**config.mk**
```make
export PLATFORM = sky130hd
export DESIGN_NAME = priv_trap_unit
export DESIGN_NICKNAME = d
export VERILOG_FILES = /design/src/rtl/priv_trap_unit.sv
export SDC_FILE = /design/constraint.sdc
export NUM_CORES = 1
export LEC_CHECK = 0
export CAP_MARGIN = 0
export CORE_ASPECT_RATIO = 0.5
export CORE_MARGIN = 4
export CORE_UTILIZATION = 45
export DETAILED_ROUTE_END_ITERATION = 10
export GPL_TIMING_DRIVEN = 0
export PLACE_DENSITY = 0.66
export REMOVE_ABC_BUFFERS = 1
export SETUP_SLACK_MARGIN = 0.4
export SLEW_MARGIN = 20
export SYNTH_ARGS = -nofsm -noshare
export SYNTH_HDL_FRONTEND = slang
export SYNTH_SLANG_ARGS = --single-unit
```
**constraint.sdc**
```tcl
create_clock -name clk -period 24.1 [get_ports clk]
set_input_delay 2.41 -clock clk [delete_from_list [all_inputs] [get_ports clk]]
set_output_delay 2.41 -clock clk [all_outputs]
set_load 0.01 [all_outputs]
```
**src/rtl/priv_trap_unit.sv**
```systemverilog
// Privilege/trap controller: owns the trap CSRs, prioritises trap/mret/sret/CSR-write
// each cycle and issues a registered one-cycle fetch redirect.
module priv_trap_unit #(
  parameter int N        = 64,
  parameter int NCAUSE   = 16,
  parameter int SMODE_EN = 1
) (
  input  logic              clk,
  input  logic              reset,
  input  logic [NCAUSE-1:0] trapTrigger,
  input  logic [N-1:0]      trapPC,
  input  logic              trapReturn,
  input  logic              trapReturnS,
  input  logic              csrWriteEnable,
  input  logic [11:0]       csrAddr,
  input  logic [N-1:0]      csrIn,
  output logic [N-1:0]      csrOut,
  output logic [1:0]        currentMode,
  output logic [N-1:0]      mstatus,
  output logic              redirectValid,
  output logic [N-1:0]      redirectPC
);

  localparam logic [1:0] MODE_M = 2'b11;
  localparam logic [1:0] MODE_S = 2'b01;
  localparam logic [1:0] MODE_U = 2'b00;

  localparam int SIE  = 1;
  localparam int MIE  = 3;
  localparam int SPIE = 5;
  localparam int MPIE = 7;
  localparam int SPP  = 8;

  localparam bit S_EN = (SMODE_EN != 0);

  // Truncation to 32 bits leaves UXL-style reset bit out, giving 0 for N = 32.
  localparam logic [N-1:0] MSTATUS_RST = N'(64'h0000_0002_0000_0000);
  localparam logic [N-1:0] M_WMASK     = N'(S_EN ? 64'h19AA : 64'h1888);
  localparam logic [N-1:0] S_MASK      = N'(S_EN ? 64'h0122 : 64'h0000);
  localparam logic [N-1:0] DELEG_MASK  = S_EN ? N'((65'd1 << NCAUSE) - 65'd1) : '0;
  localparam logic [N-1:0] ALIGN_MASK  = {{(N-2){1'b1}}, 2'b00};

  logic [1:0]   mode_q, mode_d;
  logic [N-1:0] mstatus_q, mstatus_d;
  logic [N-1:0] medeleg_q, medeleg_d;
  logic [N-1:0] mtvec_q, mtvec_d;
  logic [N-1:0] stvec_q, stvec_d;
  logic [N-1:0] mepc_q, mepc_d;
  logic [N-1:0] sepc_q, sepc_d;
  logic [N-1:0] mcause_q, mcause_d;
  logic [N-1:0] scause_q, scause_d;
  logic         redirect_valid_q, redirect_valid_d;
  logic [N-1:0] redirect_pc_q, redirect_pc_d;

  logic         trap_any;
  logic [N-1:0] cause;
  logic         cause_deleg;
  logic         delegate;
  logic [1:0]   mpp_w;

  always_comb begin
    mode_d           = mode_q;
    mstatus_d        = mstatus_q;
    medeleg_d        = medeleg_q;
    mtvec_d          = mtvec_q;
    stvec_d          = stvec_q;
    mepc_d           = mepc_q;
    sepc_d           = sepc_q;
    mcause_d         = mcause_q;
    scause_d         = scause_q;
    redirect_valid_d = 1'b0;
    redirect_pc_d    = redirect_pc_q;

    // Descending scan so the lowest set index wins.
    trap_any    = |trapTrigger;
    cause       = '0;
    cause_deleg = 1'b0;
    for (int i = NCAUSE - 1; i >= 0; i--) begin
      if (trapTrigger[i]) begin
        cause       = N'(i);
        cause_deleg = medeleg_q[i];
      end
    end
    delegate = S_EN && (mode_q != MODE_M) && cause_deleg;

    mpp_w = csrIn[12:11];
    if (mpp_w == 2'b10 || (!S_EN && mpp_w == MODE_S))
      mpp_w = MODE_U;

    if (trap_any) begin
      redirect_valid_d = 1'b1;
      if (delegate) begin
        redirect_pc_d   = stvec_q;
        scause_d        = cause;
        sepc_d          = trapPC & ALIGN_MASK;
        mstatus_d[SPP]  = mode_q[0];
        mstatus_d[SPIE] = mstatus_q[SIE];
        mstatus_d[SIE]  = 1'b0;
        mode_d          = MODE_S;
      end else begin
        redirect_pc_d     = mtvec_q;
        mcause_d          = cause;
        mepc_d            = trapPC & ALIGN_MASK;
        mstatus_d[12:11]  = mode_q;
        mstatus_d[MPIE]   = mstatus_q[MIE];
        mstatus_d[MIE]    = 1'b0;
        mode_d            = MODE_M;
      end
    end else if (trapReturn) begin
      redirect_valid_d = 1'b1;
      redirect_pc_d    = mepc_q;
      mode_d           = mstatus_q[12:11];
      mstatus_d[MIE]   = mstatus_q[MPIE];
      mstatus_d[MPIE]  = 1'b1;
      mstatus_d[12:11] = MODE_U;
    end else if (trapReturnS) begin
      // An sret from U or on an M/U-only core is a no-op; the decoder flags it.
      if (S_EN && mode_q != MODE_U) begin
        redirect_valid_d = 1'b1;
        redirect_pc_d    = sepc_q;
        mode_d           = {1'b0, mstatus_q[SPP]};
        mstatus_d[SIE]   = mstatus_q[SPIE];
        mstatus_d[SPIE]  = 1'b1;
        mstatus_d[SPP]   = 1'b0;
      end
    end else if (csrWriteEnable) begin
      case (csrAddr)
        12'h300: begin
          mstatus_d        = (mstatus_q & ~M_WMASK) | (csrIn & M_WMASK);
          mstatus_d[12:11] = mpp_w;
        end
        12'h302: medeleg_d = csrIn & DELEG_MASK;
        12'h305: mtvec_d   = csrIn & ALIGN_MASK;
        12'h341: mepc_d    = csrIn & ALIGN_MASK;
        12'h342: mcause_d  = csrIn;
        12'h100: if (S_EN) mstatus_d = (mstatus_q & ~S_MASK) | (csrIn & S_MASK);
        12'h105: if (S_EN) stvec_d   = csrIn & ALIGN_MASK;
        12'h141: if (S_EN) sepc_d    = csrIn & ALIGN_MASK;
        12'h142: if (S_EN) scause_d  = csrIn;
        default: ;
      endcase
    end
  end

  always_comb begin
    csrOut = '0;
    case (csrAddr)
      12'h300: csrOut = mstatus_q;
      12'h302: csrOut = medeleg_q;
      12'h305: csrOut = mtvec_q;
      12'h341: csrOut = mepc_q;
      12'h342: csrOut = mcause_q;
      12'h100: csrOut = mstatus_q & S_MASK;
      12'h105: csrOut = stvec_q;
      12'h141: csrOut = sepc_q;
      12'h142: csrOut = scause_q;
      default: csrOut = '0;
    endcase
  end

  always_ff @(posedge clk or posedge reset) begin
    if (reset) begin
      mode_q           <= MODE_M;
      mstatus_q        <= MSTATUS_RST;
      medeleg_q        <= '0;
      mtvec_q          <= '0;
      stvec_q          <= '0;
      mepc_q           <= '0;
      sepc_q           <= '0;
      mcause_q         <= '0;
      scause_q         <= '0;
      redirect_valid_q <= 1'b0;
      redirect_pc_q    <= '0;
    end else begin
      mode_q           <= mode_d;
      mstatus_q        <= mstatus_d;
      medeleg_q        <= medeleg_d;
      mtvec_q          <= mtvec_d;
      stvec_q          <= stvec_d;
      mepc_q           <= mepc_d;
      sepc_q           <= sepc_d;
      mcause_q         <= mcause_d;
      scause_q         <= scause_d;
      redirect_valid_q <= redirect_valid_d;
      redirect_pc_q    <= redirect_pc_d;
    end
  end

  assign currentMode   = mode_q;
  assign mstatus       = mstatus_q;
  assign redirectValid = redirect_valid_q;
  assign redirectPC    = redirect_pc_q;

endmodule

```
==> Word level (Yosys, flattened, before mapping) <==
Cells that the tools add are included.
{ "word_totals": {"output_inout_bits": 195, "ff_bits": 527, "word_cells": 162} }
{ "classes": {"n_mux": 101, "n_eq_ne": 17, "bitwise": 5, "reduce_logical": 26} }
{ "ops": {"columns": ["operator", "n"], "rows": [
  ["64-bit two-way mux", 36],
  ["64-bit case mux with 9 select lines", 1],
  ["64-bit case mux with 2 select lines", 1],
  ["64-bit by 13-bit OR with 64-bit output", 1],
  ["64-bit by 9-bit OR with 64-bit output", 1],
  ["12-bit by 10-bit equality test with 1-bit output, second input constant", 5],
  ["12-bit by 9-bit equality test with 1-bit output, second input constant", 4],
  ["5-bit AND reduction", 9],
  ["4-bit two-way mux", 10],
  ["1-bit two-way mux", 38],
  ["2-bit two-way mux", 13],
  ["16-bit OR reduction", 1],
  ["2-bit nonzero test", 7],
  ["13-bit two-way mux", 1],
  ["3-bit nonzero test", 4],
  ["4-bit nonzero test", 2],
  ["2-bit by 1-bit != test with 1-bit output, second input constant", 3],
  ["2-bit != test, second input constant", 2],
  ["4-bit AND reduction", 1],
  ["3-bit two-way mux", 1],
  ["3-bit by 1-bit != test with 1-bit output, second input constant", 1],
  ["3-bit by 2-bit != test with 1-bit output, second input constant", 1],
  ["1-bit NOT", 3],
  ["2-bit equality test, second input constant", 1],
  ["2 further kinds", 2]
]} }

==> Logic depth before layout (Yosys ltp) <==
{ "logic_depth": {"ltp_word": 19, "ltp_mapped": 10, "ltp_nobuf": 6} }

==> Worst setup path before layout <==
Ideal clock, no wire load.
{ "synth_timing": {"path_type": "in2out", "startpoint": "input port csrAddr[3]", "endpoint": "output port csrOut[52]", "arrival_ns": 3.972, "path_stages": 7, "setup_slack_ns": 17.718, "cell_sequence": "nor3_1 clkbuf_1 and4_1 clkbuf_1 clkbuf_1 a221oi_1 o21ai_0"} }
{ "synth_between": {"elab_chain_len": 2} }
{ "synth_lines": {"columns": ["element", "line_no", "rtl"], "rows": [
  ["start, declared", "15", "input logic [11:0] csrAddr,"],
  ["12-bit by 9-bit equality test with 1-bit output or 12-bit by 10-bit equality test with 1-bit output (tied branches)", "147", "case (csrAddr)"],
  ["64-bit case mux with 9 select lines (*)", "147", null],
  ["end, declared", "17", "output logic [N-1:0] csrOut,"]
]} }
Every way passes the cells marked *; elsewhere a longest branch is shown, timed or not.

==> Worst setup path in the final report <==
{ "layout_timing": {"startpoint": "input port csrAddr[7]", "endpoint": "output port csrOut[45]"} }
The elaborated chain is that of the path after synthesis.

==> out/metrics.csv <==
metric,value,unit
run status,"finished, final reports clean",
wire per inst,23.76,µm
# Max-Cap Violations,0,
crit start category,input port,
fin. max-slew vios,0,
min Tclk post-route,8.844,ns
Port Buffers,294,
Post-synth EDFFs,0,
hold slack,0.4788,ns
Synth area leaders,"dfrtp_1 (51%), mux2_1 (6.6%), nor2_1 (4.5%)",
Layout Skew,0.02253,ns
Post-Layout Inst Area,28320,µm²
hold_buf cts,0,
Core Rows,57,
vias in the first global route,18928,
Total GRT Usage,0.2687,
normalized max-slew margin,0.3229,
Setup WS pre-CTS,15.19,ns
DR vias/cell,5.973,
Syn Inst Count,2232,
Tcrit/Tclk final,0.3670,
f_max,113.1,MHz
die width,325.9,µm
setup bufs post-CTS,0,
Worst Path Arrival,6.43,ns
initial antenna violation count,13,
Yosys cell types,64,
"Data required, critical path",21.69,ns
final hold vios,0,
vias post-DR,18918,
GRT Residual Overflow,0,
gpl congestion,0.8026,
Resize count post-CTS,0,
mapped cell area,22740,µm²
DP Area,26860,µm²
"Reg clk slew, reported paths",0.06,ns
NumNets Final,2633,
Leak,12.66,nW
fin worst setup slack,15.26,ns
unrepaired setup endpoints after global routing,no,
first-pass GRT wire length,114800,µm
HP Class,register to register,
Post-Layout Cell Count,3167,
first-pass detailed-route iteration total,10,
CTS tree,yes,
top cell type's share of synthesized area,0.5084,
clk_lat worst skew,0.57,ns
DIE AREA,54410,µm²
#FFs+latches synth,464,
post-DP HPWL,50510,µm
"count leader, synth",dfrtp_1,
CTS Root Cell,clkbuf_16,
largest net degree at the start of global routing,106,
FF+latch area,11610,µm²
fill count,4212,
Die Span Y,167.0,µm
Starting Density,0.4621,
footprint of the multi-input gates,10150,µm²
"Power, Total",1.643,mW
asr flop ratio synth,1.000,
Placed Instances,3075,
synth-to-layout area growth,24.54,%
CTS H-tree lvls,2,
pwr dens,58.00,nW/µm²
Clock Tree Buf Depth,3,
layout cells sized above 1,0.09301,
# DRC,0,
synthesis warning total,0,
WS Path Type,input port to output port,
core box area,49210,µm²
final wirelength,75250,µm
final setup vio count,0,
worst-path fanout max,14,
top_reg_cell synth,dfrtp_1,
DRT iter0 DRCs,1942,
synthesized area per cell,10.19,µm²
Worst Max-Slew Pin Slew,1.013,ns
Routed Antenna Nets,0,
Final Core Density,0.5755,
Peak VDD IR,41.46,µV
# IOs,356,
list of most frequent post-synthesis cells,"dfrtp_1 (462), nor2_1 (273), nand2_1 (248), mux2_1 (133)",
Crit. End Element,output port,
total CTS buffers,44,
"Seq/Total Area, Yosys",0.5107,
Clock Sink Count,464,
Synth area leader,dfrtp_1,
final setup TNS,0,ns
-- critical path, stage by stage --
cell and delay (ns):
clkdlybuf4s50_1 0.42, nor4b_2 0.89, nand4_1 0.84, nor2_4 0.79, buf_16 0.24, nand2_1 0.07
o211ai_1 0.14, clkdlybuf4s50_1 0.60
-- metal layers --
layer,vias to the layer above,wire length [µm],global-route usage,part of all wire
met2,870,36510,0.4501,0.49
met4,0,2746,0.1158,0.036
met1,9392,29860,0.3447,0.40
met5,-,0,0,0
li1,8496,-,-,-
met3,160,6132,0.04871,0.081
-- kinds of logic (layout without fill, tap and decap cells) --
family,Yosys count,count (layout),synth area share
buffers and inverters,243,459,0.05733
other,2,72,0.0003302
and+or+nand+nor,648,648,0.1206
AOI/OAI and AO/OA,629,629,0.1939
muxes,246,246,0.1171
DFF,464,464,0.5107
-- final cells by class --
type,count,area share
sequential,464,0.4101
multi-input combinational,1582,0.3585
timing repair buffer,369,0.1495
clock buffer,69,0.04723
tap,649,0.02867
clock inverter,10,0.003048
inverter,11,0.001811
antenna,13,0.001149
-- placed cells by master, fill, tap and decap left out, types with 16 or more instances in the layout --
cell             Yosys  final
mux2_1             133    133
buf_16               0     20
nand2_1            248    245
a22oi_1             16     16
mux2_2              27     27
mux2i_1             86     86
o21ai_0            110    110
a222oi_1            41     41
clkdlybuf4s50_1      0    293
o21ai_1            110    110
o211ai_1            33     33
buf_6                9     33
o22a_1              16     16
conb_1               2     59
buf_8                0     16
nand3_1             75     75
a21oi_1             76     76
a21boi_0            61     61
nor2_1             273    269
a221oi_1            43     43
clkbuf_16            0     46
dfrtp_1            462    462
a221oi_2            30     30
o22ai_1             65     65
-- flip-flops by register name (all words and copies together) (netlist names), 7 cells and up --
name and flops:
mepc_q 62, mstatus 7, stvec_q 62, mtvec_q 62, mcause_q 64, sepc_q 62
medeleg_q 16, scause_q 64, redirectPC 62
-- report_power, final --
part / total (mW) / internal [mW] / switching, mW / leakage, nW
Combinational: 0.119 / 0.0530 / 0.0656 / 5.79
Sequential: 0.820 / 0.801 / 0.0182 / 6.17
Clock: 0.704 / 0.392 / 0.312 / 0.707
Total: 1.64 / 1.25 / 0.396 / 12.7
-- final timing paths --
path | start | end | slack, ns | cells after the start
max | csrAddr[7] | csrOut[45] | 15.26 | 8
min | mcause_q[57] | mcause_q[57] | 0.48 | 2
max reg2reg | medeleg_q[0] | sepc_q[41] | 21.00 | 10
min reg2reg | mcause_q[57] | mcause_q[57] | 0.48 | 2
max in group asynchronous | reset | stvec_q[7] | 20.38 | 5
min in group asynchronous | reset | sepc_q[21] | 2.25 | 2
Power figures use the tool's default switching activity.
